==> src/rtl/idma_txrx_tx_framer.sv <==
// idma_txrx_tx_framer
//   Turns TXRX write bursts into link frames. Each burst becomes one header
//   word carrying the burst address, followed by its data beats. Beats with
//   an all-zero strobe are dropped unless they close the burst. Words pass
//   through a small registered FIFO. When the FIFO has drained, a completion
//   response reports how many data words were forwarded.
//
// Ports
//   clk_i, rst_i       clock, asynchronous active-high reset
//   req_valid_i/ready  write beat handshake; req_addr_i is sampled on the first beat
//   req_data_i/strb_i  beat payload and byte strobe; req_last_i marks the final beat
//   tx_valid_o/ready_i link word handshake; tx_hdr_o marks the header word,
//                      tx_last_o marks the final word of the frame
//   tx_data_o/strb_o   link word payload and strobe
//   rsp_valid_o/ready  burst completion handshake; rsp_beats_o is the data word count
//   busy_o             FSM active or FIFO holding words
module idma_txrx_tx_framer #(
    parameter int unsigned DataWidth = 32,
    parameter int unsigned AddrWidth = 32,
    parameter int unsigned FifoDepth = 4
) (
    input  logic                   clk_i,
    input  logic                   rst_i,
    input  logic                   req_valid_i,
    output logic                   req_ready_o,
    input  logic [AddrWidth-1:0]   req_addr_i,
    input  logic [DataWidth-1:0]   req_data_i,
    input  logic [DataWidth/8-1:0] req_strb_i,
    input  logic                   req_last_i,
    output logic                   tx_valid_o,
    input  logic                   tx_ready_i,
    output logic [DataWidth-1:0]   tx_data_o,
    output logic [DataWidth/8-1:0] tx_strb_o,
    output logic                   tx_hdr_o,
    output logic                   tx_last_o,
    output logic                   rsp_valid_o,
    input  logic                   rsp_ready_i,
    output logic [15:0]            rsp_beats_o,
    output logic                   busy_o
);

    localparam int unsigned StrbWidth = DataWidth / 8;
    localparam int unsigned PtrWidth  = $clog2(FifoDepth);
    localparam int unsigned CntWidth  = $clog2(FifoDepth + 1);

    localparam logic [2:0] StIdle  = 3'd0;
    localparam logic [2:0] StHdr   = 3'd1;
    localparam logic [2:0] StData  = 3'd2;
    localparam logic [2:0] StDrain = 3'd3;
    localparam logic [2:0] StResp  = 3'd4;

    if (AddrWidth > DataWidth) begin : gen_addr_width_check
        $error("AddrWidth must not exceed DataWidth");
    end
    if (FifoDepth < 2) begin : gen_depth_check
        $error("FifoDepth must be at least 2");
    end
    if ((DataWidth % 8) != 0) begin : gen_data_width_check
        $error("DataWidth must be a multiple of 8");
    end

    logic [2:0]           state_q, state_d;
    logic [15:0]          beat_cnt_q, beat_cnt_d;
    logic [15:0]          rsp_beats_q, rsp_beats_d;

    // FIFO storage and pointers
    logic [DataWidth-1:0] mem_data [FifoDepth];
    logic [StrbWidth-1:0] mem_strb [FifoDepth];
    logic                 mem_hdr  [FifoDepth];
    logic                 mem_last [FifoDepth];
    logic [PtrWidth-1:0]  wr_ptr_q, rd_ptr_q;
    logic [CntWidth-1:0]  count_q;
    logic                 fifo_full, fifo_empty;
    logic                 push, pop;
    logic [DataWidth-1:0] push_data;
    logic [StrbWidth-1:0] push_strb;
    logic                 push_hdr, push_last;
    logic [DataWidth-1:0] hdr_data;
    logic                 cnt_clr, cnt_inc;

    assign fifo_full  = (count_q == CntWidth'(FifoDepth));
    assign fifo_empty = (count_q == '0);
    assign pop        = !fifo_empty && tx_ready_i;

    // Address is zero-extended into the header word
    always_comb begin
        hdr_data = '0;
        hdr_data[AddrWidth-1:0] = req_addr_i;
    end

    always_comb begin
        state_d     = state_q;
        req_ready_o = 1'b0;
        push        = 1'b0;
        push_data   = '0;
        push_strb   = '0;
        push_hdr    = 1'b0;
        push_last   = 1'b0;
        cnt_clr     = 1'b0;
        cnt_inc     = 1'b0;
        rsp_beats_d = rsp_beats_q;
        case (state_q)
            StIdle: begin
                if (req_valid_i) state_d = StHdr;
            end
            StHdr: begin
                if (!fifo_full) begin
                    push      = 1'b1;
                    push_data = hdr_data;
                    push_strb = '1;
                    push_hdr  = 1'b1;
                    cnt_clr   = 1'b1;
                    state_d   = StData;
                end
            end
            StData: begin
                // Gated on full only: a pop in the same cycle does not make room
                req_ready_o = !fifo_full;
                if (req_valid_i && !fifo_full) begin
                    push_data = req_data_i;
                    push_strb = req_strb_i;
                    if (req_last_i) begin
                        // The closing beat is always forwarded so the frame gets its last word
                        push      = 1'b1;
                        push_last = 1'b1;
                        cnt_inc   = 1'b1;
                        state_d   = StDrain;
                    end else if (|req_strb_i) begin
                        push    = 1'b1;
                        cnt_inc = 1'b1;
                    end
                end
            end
            StDrain: begin
                if (fifo_empty) begin
                    rsp_beats_d = beat_cnt_q;
                    state_d     = StResp;
                end
            end
            StResp: begin
                if (rsp_ready_i) state_d = StIdle;
            end
            default: state_d = StIdle;
        endcase
    end

    always_comb begin
        beat_cnt_d = beat_cnt_q;
        if (cnt_clr) begin
            beat_cnt_d = '0;
        end else if (cnt_inc && (beat_cnt_q != 16'hFFFF)) begin
            beat_cnt_d = beat_cnt_q + 16'd1;
        end
    end

    always_ff @(posedge clk_i or posedge rst_i) begin
        if (rst_i) begin
            state_q     <= StIdle;
            beat_cnt_q  <= '0;
            rsp_beats_q <= '0;
        end else begin
            state_q     <= state_d;
            beat_cnt_q  <= beat_cnt_d;
            rsp_beats_q <= rsp_beats_d;
        end
    end

    always_ff @(posedge clk_i or posedge rst_i) begin
        if (rst_i) begin
            wr_ptr_q <= '0;
            rd_ptr_q <= '0;
            count_q  <= '0;
        end else begin
            if (push) begin
                wr_ptr_q <= (wr_ptr_q == PtrWidth'(FifoDepth - 1)) ? '0 : wr_ptr_q + 1'b1;
            end
            if (pop) begin
                rd_ptr_q <= (rd_ptr_q == PtrWidth'(FifoDepth - 1)) ? '0 : rd_ptr_q + 1'b1;
            end
            count_q <= count_q + CntWidth'(push) - CntWidth'(pop);
        end
    end

    // Storage needs no reset: outputs are masked while the FIFO is empty
    always_ff @(posedge clk_i) begin
        if (push) begin
            mem_data[wr_ptr_q] <= push_data;
            mem_strb[wr_ptr_q] <= push_strb;
            mem_hdr[wr_ptr_q]  <= push_hdr;
            mem_last[wr_ptr_q] <= push_last;
        end
    end

    assign tx_valid_o  = !fifo_empty;
    assign tx_data_o   = fifo_empty ? '0 : mem_data[rd_ptr_q];
    assign tx_strb_o   = fifo_empty ? '0 : mem_strb[rd_ptr_q];
    assign tx_hdr_o    = !fifo_empty && mem_hdr[rd_ptr_q];
    assign tx_last_o   = !fifo_empty && mem_last[rd_ptr_q];
    assign rsp_valid_o = (state_q == StResp);
    assign rsp_beats_o = rsp_beats_q;
    assign busy_o      = (state_q != StIdle) || !fifo_empty;

endmodule

==> config.mk <==
export PLATFORM = sky130hd
export DESIGN_NAME = idma_txrx_tx_framer
export DESIGN_NICKNAME = d
export VERILOG_FILES = /design/src/rtl/idma_txrx_tx_framer.sv
export SDC_FILE = /design/constraint.sdc
export NUM_CORES = 1
export LEC_CHECK = 0
export CAP_MARGIN = 10
export CORE_ASPECT_RATIO = 0.5
export CORE_MARGIN = 2
export CORE_UTILIZATION = 45
export CTS_CLUSTER_SIZE = 16
export DETAILED_ROUTE_END_ITERATION = 12
export PLACE_DENSITY = 0.79
export SYNTH_ARGS = -nofsm -noshare
export SYNTH_HDL_FRONTEND = slang
export SYNTH_SLANG_ARGS = --single-unit
==> constraint.sdc <==
create_clock -name clk_i -period 2.5 [get_ports clk_i]
set_input_delay 0.625 -clock clk_i [delete_from_list [all_inputs] [get_ports clk_i]]
set_output_delay 0.625 -clock clk_i [all_outputs]
set_load 0.01 [all_outputs]
* Yosys cells after proc, flatten, opt, wreduce, memory -nomap -nowiden *
Memory sizes are Yosys's and may differ from the RTL's.
Cells that the tools add are included.

cells by class
  $add $sub $neg = 5
  $mul = 0
  divide/modulo/power cells = 0
  order comparisons = 0
  equal/unequal tests = 14
  shift-type cells = 0
  multiplexer cells = 32
  bitwise logic cells = 0
  reduce and logical (&&, ||, !) cells = 15

operator list
  kind                     count
  $mux W32                 3
  $pmux W32 S2             1
  $mux W16                 2
  $mux W3                  6
  $add A16 B1 Y16 const B  1
  $ne A16 B16 Y1 const B   1
  $pmux W3 S5              1
  $mux W1                  12
  $mux W4                  3
  $ne A2 B2 Y1 const B     5
  $pmux W4 S2              1
  $eq A3 B2 Y1 const B     2
  $eq A3 B3 Y1 const B     2
  $logic_not A3 Y1         2
  $reduce_and A6 Y1        1
  $logic_and A1 B1 Y1      5
  $add A2 B1 Y2 const B    2
  $eq A2 B2 Y1 const B     2
  $mux W2                  2
  $reduce_or A4 Y1         1
  $add A3 B1 Y3            1
  $eq A3 B1 Y1 const B     1
  $reduce_bool A3 Y1       1
  $sub A3 B1 Y3            1
  other kinds (6)          7

storage, ports and cells
  register bits = 42
  bits in latches = 0
  memory bits (writable) = 152
  ROM bits = 0
  input port bits = 74
  logic and storage cells = 76
  memories = 4

memories
  name      depth  bits a word  rd ports  clocked after Yosys merged registers in  wr ports  line  source
  mem_data  4      32           1         0                                        1         67    logic [DataWidth-1:0] mem_data [FifoDepth];
  mem_strb  4      4            1         0                                        1         68    logic [StrbWidth-1:0] mem_strb [FifoDepth];
  mem_hdr   4      1            1         0                                        1         69    logic mem_hdr [FifoDepth];
  mem_last  4      1            1         0                                        1         70    logic mem_last [FifoDepth];

* Longest topological paths before layout *
Gate-level depths: netlist of run 1.

  word-level depth = 8
  gate-level depth with buffers = 12

* Least setup slack after synthesis of run 1 *
OpenSTA, ideal clock, no wires.

  path kind = input -> register
  from = in req_strb_i[0]
  to = reg count_q[2]
  library setup time = 0.123 ns
  arrival = 2.805 ns
  data required time = 2.377 ns
  path slack = -0.427 ns
  stages on the path = 10
  path buffers = 0
  cells stage by stage = or4_1 > o21ai_1 > nand2_1 > inv_1 > ha_1 > inv_1 > ha_1 > fa_1 > xor2_1 > xnor2_1

on the way
  longest elaborated chain between the ends = 7

RTL lines
  item                    line  source
  start: declaration      28    input logic [DataWidth/8-1:0] req_strb_i,
  $reduce_or A4 Y1        128   end else if (|req_strb_i) begin
  $mux W1                 128
  $mux W1                 122   if (req_last_i) begin
  $mux W1                 119   if (req_valid_i && !fifo_full) begin
  $pmux W1 S2             102   case (state_q)
  $add A3 B1 Y3           180   count_q <= count_q + CntWidth'(push) - CntWidth'(pop);
  $sub A3 B1 Y3           180
  end signal: assignment  180
  end: declaration        72    logic [CntWidth-1:0] count_q;

Every way passes these cells.
A chain may end at the register's enable or synchronous reset.

* Worst setup path after layout of run 1 *
  from = reg rd_ptr_q[0]
  to = out tx_data_o[26]

on the way
  longest elaborated chain between the ends = 2

RTL lines
  item                      line  source
  start: declaration        71    logic [PtrWidth-1:0] wr_ptr_q, rd_ptr_q;
  start signal: assignment  178   rd_ptr_q <= (rd_ptr_q == PtrWidth'(FifoDepth - 1)) ? '0 : rd_ptr_q + 1'b1;
  $mem_v2 Z4 W32            n/a
  $mux W32                  195   assign tx_data_o = fifo_empty ? '0 : mem_data[rd_ptr_q];
  end: declaration          32    output logic [DataWidth-1:0] tx_data_o,

Every way passes these cells.

==> results of run 1 <==
[cell usage after synthesis, types with 2 or more instances]
master    count
mux4_2       38
nor4_1        3
buf_1         3
or3_1         4
nor3b_1       3
o21ai_0      11
a22o_1       32
edfxtp_1    152
nand2_1      23
inv_1        11
and3_1        5
a31oi_1       3
nand2b_1      2
o211ai_1      3
mux2i_1       4
and2_1       46
xnor2_1       2
nand3_1      10
or4_1         5
nor2_1       10
mux2_2       17
a21oi_1       7
nor3_1        5
ha_1          8
buf_2         7
o31ai_1       2
clkbuf_1     18
dfrtp_1      42
[stage by stage]
stage / setup WS [ns] / utilization [%] / std cells
floorplan: -0.154 / - / 495
global placement: -0.499 / 57.5 / 867
detailed placement: -0.562 / 57.5 / 867
CTS: -0.155 / 61.6 / 909
global route: -0.148 / 62.7 / 914
finish: -0.105 / 62.7 / 914
[metal layers]
metal	routed length (um)	GRT usage, %
met5	0	0
met4	230	5.93
met3	777	3.76
met2	10100	35.2
met1	8010	24.0
[sequential cells by signal, indices dropped and copies added, names as in the netlist]
| register | count |
|---|---|
| beat_cnt_q | 16 |
| count_q | 3 |
| mem_data | 128 |
| mem_hdr | 4 |
| mem_last | 4 |
| mem_strb | 16 |
| rd_ptr_q | 2 |
| rsp_beats_o | 16 |
| state_q | 3 |
| wr_ptr_q | 2 |
[worst max-delay path, cell delays in order, from the launching register on]
cell and delay [ns]:
dfrtp_2 0.42, buf_12 0.16, buf_8 0.12, buf_6 0.10, mux4_2 0.48, and2_4 0.15
buf_6 0.12
[final timing paths]
kind	from	to	slack [ns]	depth (start not counted)
worst min-delay path	rsp_beats_o[0]	rsp_beats_o[0]	0.51	1
worst max register to register	count_q[0]	count_q[2]	0.07	12
worst min register to register	rsp_beats_o[0]	rsp_beats_o[0]	0.51	1
min in group asynchronous	rst_i	rd_ptr_q[1]	0.66	3
worst max-delay path	rd_ptr_q[0]	tx_data_o[26]	-0.11	6
max in group asynchronous	rst_i	rd_ptr_q[0]	1.42	3
[repair_timing]
item,4_1_cts,5_1_grt
setup buffers,7,4
cloned,3,4
pin swaps,15,15
setup endpoints to repair,43,44
gates resized for setup,190,56
[layout make-up]
class	count	share of cell area, %
inverters	13	0.555
multi-input cells	259	23.0
well taps	234	2.65
flip-flops and latches	194	50.9
clock buffers	19	3.92
repair buffers	182	17.6
clock inverters	13	1.39
[logic make-up after synthesis]
logic type	Yosys count	synth area share [%]
flip-flops	194	68.4
AND/OR/NAND/NOR	122	8.30
adder cells (fa/ha/maj)	9	1.46
buffers and inverters	42	2.27
AO/OA/AOI/OAI	66	5.96
XOR/XNOR	3	0.320
multiplexers	59	13.3
[power by group through the flow]
stage / combinational, mW / sequential, mW / clock, mW
3_3_place_gp: 5.17 / 4.86 / 0
3_5_place_dp: 5.30 / 4.92 / 0
6_report: 6.14 / 4.86 / 2.72
5_1_grt: 6.55 / 4.92 / 2.89
2_1_floorplan: 2.87 / 4.84 / 0
4_1_cts: 5.65 / 4.85 / 2.75
==> qor.csv, run 1 <==
metric,value,unit
# setup viols final,34,
final worst slack,-0.105,ns
Fillers,1246,
failing checks,setup timing,
max-capacitance violation count,0,
f_max,0.384,GHz
cell area after layout,11000,um2
ys async rst share,21.6,%
# IOs,132,
most frequent cells in the layout,"edfxtp_1 (152), clkdlybuf4s50_1 (87), dfrtp_1 (40), mux4_2 (38), buf_6 (37)",
Critical Path RT,1.88,ns
IO Port Bufs,131,
HPWL Detailed,11.5,mm
"Seq/Total Area, Yosys",68.4,%
DIE WIDTH,195,um
total grt overflow,0,
number of remaining DRC errors,0,
Area contributors post-synth,"edfxtp_1 (56%), dfrtp_1 (13%), mux4_2 (10%)",
Worst-Margin Slew,0.600,ns
TritonCTS Buffers,17,
GRT Overall Usage,19.4,%
Final nets,750,
Post-Syn Nets,578,
initial core utilization,46.6,%
Final Cycle Share,104,%
combinational power share,44.7,%
DR pass1 iterations,5,
CTS tree,built,
layout cell share with drive strength beyond 1,33.7,%
CTS Sinks,194,
htree depth,4,
Mapped Cells,495,
number of global-route vias before repair,5235,
Clk pwr share,19.8,%
Crit. End Element,output port,
Root Buffer,clkbuf_16,
share of the synthesized area in the top cell type,55.6,%
status,"finished, violations left",
Power Density,1240,nW/um2
row cnt,34,
vias,5047,
GPL Wtd Cong,0.846,
n_diodes,0,
initial antenna violation count,0,
number of flops mapped to enable cells by yosys,152,
DR WL/cell,20.9,um
die height,99.5,um
Initial DRC Count,292,
aggregate routed wire length,19.1,mm
"Top FF cell, synth",edfxtp_1,
total power,13.7,mW
"Avg Cell Area, Syn",16.6,um2
Sw Ratio,31.3,%
placed cell areas,10100,um2
CP max FO,6,
Internal,9.43,mW
Multi-input gate area,2530,um2
Final Hold Vio Count,0,
Slew headroom,60.0,%
RSZ-0062 raised after global routing,true,
first-pass GRT wire length,28.4,mm
peak supply drop,0.737,mV
synth warn,0,
"Slew Viols, Final",0,
clock skew,0.00839,ns
"most common cell after layout, fill and taps aside",edfxtp_1,
total negative slack,-2.25,ns
CTS Buffer Depth,2,
hold slack,0.513,ns
Netlist Area Pre-Place,8210,um2
CORE AREA,17600,um2
Yosys cell types,47,
Critical Path Start Type,flip-flop,
clock period minus worst slack,2.61,ns
final antenna-violating net count,0,
register clock-pin slew on the reported worst setup and hold paths,0.07,ns
register area,5620,um2
critical path class,flip-flop to output port,
hold buffers post-CTS,0,
Min-Delay Path Class,flip-flop to flip-flop,
sequential power share,35.4,%
static leakage,4.13,nW
Yosys reg bits,194,
Clock Latency Late Sink,0.43,ns
Area Growth Syn to Fin,34.5,%
CP arrival,1.98,ns
drt via density,5.52,
NetSw,4.29,mW
largest net degree at the start of global routing,43,
"area leader, netlist",edfxtp_1,
Die Area,19400,um2
Note: power is estimated with default switching activity, not from simulation.
==> run 2, diff against run 1 <==
--- a/config.mk
+++ b/config.mk
@@ -5,13 +5,15 @@
 export SDC_FILE = /design/constraint.sdc
 export NUM_CORES = 1
 export LEC_CHECK = 0
+export ABC_AREA = 1
 export CAP_MARGIN = 10
 export CORE_ASPECT_RATIO = 0.5
 export CORE_MARGIN = 2
 export CORE_UTILIZATION = 45
 export CTS_CLUSTER_SIZE = 16
 export DETAILED_ROUTE_END_ITERATION = 12
-export PLACE_DENSITY = 0.79
+export MAX_ROUTING_LAYER = met4
+export PLACE_DENSITY = 0.78
 export SYNTH_ARGS = -nofsm -noshare
 export SYNTH_HDL_FRONTEND = slang
 export SYNTH_SLANG_ARGS = --single-unit
==> run 2 against run 1 <==
  * The flow still finishes with violations (setup timing)
  * Register-to-register slack improved by 0.21 ns
  * Worst hold slack got worse by 0.018 ns
  * Clock power increased by 4%
  * Maximum frequency is 3.9% higher
  * Worst setup slack better by 0.098 ns
  * Non-clock buffer count increased by 3
  * Count of clock-buffer cells in the layout down 2
  * Critical endpoint is now tx_strb_o[1]
  * Highest routed layer unchanged
==> qor.csv, run 2 <==
metric,value,unit
Post-Syn Nets,874,
Power Density,1230,nW/um2
flop-to-flop setup slack,0.28,ns
final worst slack,-0.00753,ns
number of remaining DRC errors,0,
"Avg Cell Area, Syn",10.9,um2
share of the synthesized area in the top cell type,53.2,%
aggregate routed wire length,22.0,mm
total grt overflow,0,
status,"finished, violations left",
Min-Delay Path Class,flip-flop to flip-flop,
# IOs,132,
CP arrival,1.88,ns
Crit. End Element,output port,
Area Growth Syn to Fin,31.4,%
Final Hold Vio Count,0,
Fillers,1420,
static leakage,4.30,nW
IO Port Bufs,131,
RSZ-0062 raised after global routing,true,
peak supply drop,0.740,mV
register clock-pin slew on the reported worst setup and hold paths,0.08,ns
TritonCTS Buffers,17,
largest net degree at the start of global routing,43,
most flop-heavy register,mem_data,
register area,5620,um2
NetSw,5.38,mW
CTS tree,built,
vias,6637,
DIE WIDTH,199,um
Multi-input gate area,2700,um2
"top cells by count, synth","nor2_1 (175), edfxtp_1 (152), o21ai_0 (94), nand2_1 (81), dfrtp_1 (42)",
initial core utilization,46.2,%
"most common cell after layout, fill and taps aside",nor2_1,
Initial DRC Count,560,
Mapped Cells,791,
Yosys reg bits,194,
die height,102,um
f_max,0.399,GHz
Clock Latency Late Sink,0.44,ns
htree depth,4,
row cnt,35,
combinational power share,44.2,%
Post-Place Setup Slack,-0.229,ns
Yosys cell types,29,
met1 usage,27.8,%
max-capacitance violation count,0,
final antenna-violating net count,0,
Final Cycle Share,100,%
DR WL/cell,18.0,um
layout cell share with drive strength beyond 1,17.3,%
CTS Sinks,194,
total power,13.9,mW
CTS Buffer Depth,2,
Sw Ratio,38.7,%
Final nets,1031,
n_diodes,0,
GPL Wtd Cong,0.828,
most frequent cells in the layout,"nor2_1 (159), edfxtp_1 (152), clkdlybuf4s50_1 (91), nand2_1 (80), o21ai_0 (73)",
ys async rst share,21.6,%
max reg flops,128,
clock period minus worst slack,2.51,ns
number of global-route vias before repair,6569,
hold buffers post-CTS,0,
GRT Overall Usage,23.1,%
Internal,8.52,mW
initial antenna violation count,0,
busiest grt layer,met2,
"Seq/Total Area, Yosys",65.4,%
Slew headroom,62.8,%
DR pass1 iterations,5,
Clk pwr share,20.4,%
Area contributors post-synth,"edfxtp_1 (53%), dfrtp_1 (12%), nor2_1 (7.7%)",
Die Area,20300,um2
most common cell in the netlist,nor2_1,
failing checks,setup timing,
"area leader, netlist",edfxtp_1,
first-pass GRT wire length,34.0,mm
drt via density,5.44,
synth warn,0,
Critical Path Start Type,flip-flop,
Netlist Area Pre-Place,8590,um2
"Top FF cell, synth",edfxtp_1,
clock skew,0.00987,ns
Root Buffer,clkbuf_16,
sequential power share,35.3,%
number of flops mapped to enable cells by yosys,152,
grt met2 use,39.7,%
Worst-Margin Slew,0.557,ns
HPWL Detailed,13.5,mm
critical path class,flip-flop to output port,
CP max FO,8,
# setup viols final,1,
Critical Path RT,1.88,ns
"Slew Viols, Final",0,
met3 usage,3.93,%
CORE AREA,18600,um2
## run 2: path summary, 6_finish.rpt
check                      cells past startpoint               to             from
max                                            8     tx_strb_o[1]      rd_ptr_q[0]
min                                            2  rsp_beats_o[14]  rsp_beats_o[14]
max reg2reg                                   11       count_q[2]       state_q[1]
min reg2reg                                    2  rsp_beats_o[14]  rsp_beats_o[14]
max in group asynchronous                      3       count_q[1]            rst_i
min in group asynchronous                      3       state_q[1]            rst_i
## run 2: routing by layer
layer / vias to the layer above / wire [um]
li1: 3100 / -
met1: 3262 / 9140
met2: 239 / 11300
met3: 36 / 1150
met4: 0 / 401
met5: - / 0
## run 2: logic make-up after synthesis
group	count (synthesis)	synth area share [%]
compound gates	171	12.0
xor+xnor	6	0.612
fa+ha+maj	9	1.40
buf+inv	88	4.34
flops	194	65.4
mux	4	0.525
simple gates	319	15.7
## run 2: through the flow
step / cells / area (um2) / util, % / hold WS [ns] / setup TNS [ns]
global placement: 1169 / 10500 / 56.3 / 0.483 / -0.246
detailed placement: 1169 / 10500 / 56.3 / 0.480 / -0.343
finish: 1220 / 11300 / 60.8 / 0.495 / -0.00753
global route: 1220 / 11300 / 60.8 / 0.534 / -0.890
floorplan: 791 / 8600 / - / 0.504 / -20.72
CTS: 1219 / 11300 / 60.7 / 0.502 / -0.206
## run 2: power groups by stage
stage	registers [mW]	logic (mW)	clock network (mW)
2_1_floorplan	4.90	3.21	0
3_3_place_gp	4.91	5.79	0
3_5_place_dp	4.95	5.96	0
4_1_cts	4.89	6.09	2.87
5_1_grt	4.97	6.66	3.00
6_report	4.91	6.15	2.84
## run 2: layout make-up
| cell class | count | share of cell area (%) |
|---|---|---|
| clock buffer | 17 | 3.77 |
| clock inverter | 15 | 1.80 |
| inverter | 41 | 1.43 |
| multi-input combinational | 509 | 24.0 |
| sequential | 194 | 49.8 |
| tap | 259 | 2.87 |
| timing repair buffer | 185 | 16.4 |
## run 2: critical path, stage by stage, from the launching register on
cell	delay [ns]
dfrtp_2	0.45
buf_6	0.14
buf_6	0.11
buf_16	0.12
nor2_1	0.05
nor2_1	0.07
o21ai_1	0.06
a21oi_1	0.25
buf_2	0.18
## run 2: timing repair
item	in CTS	in global routing
gates cloned	4	1
gates resized for setup	113	78
setup buffers	14	1
pin swaps	10	24
endpoints found under the setup margin	41	41
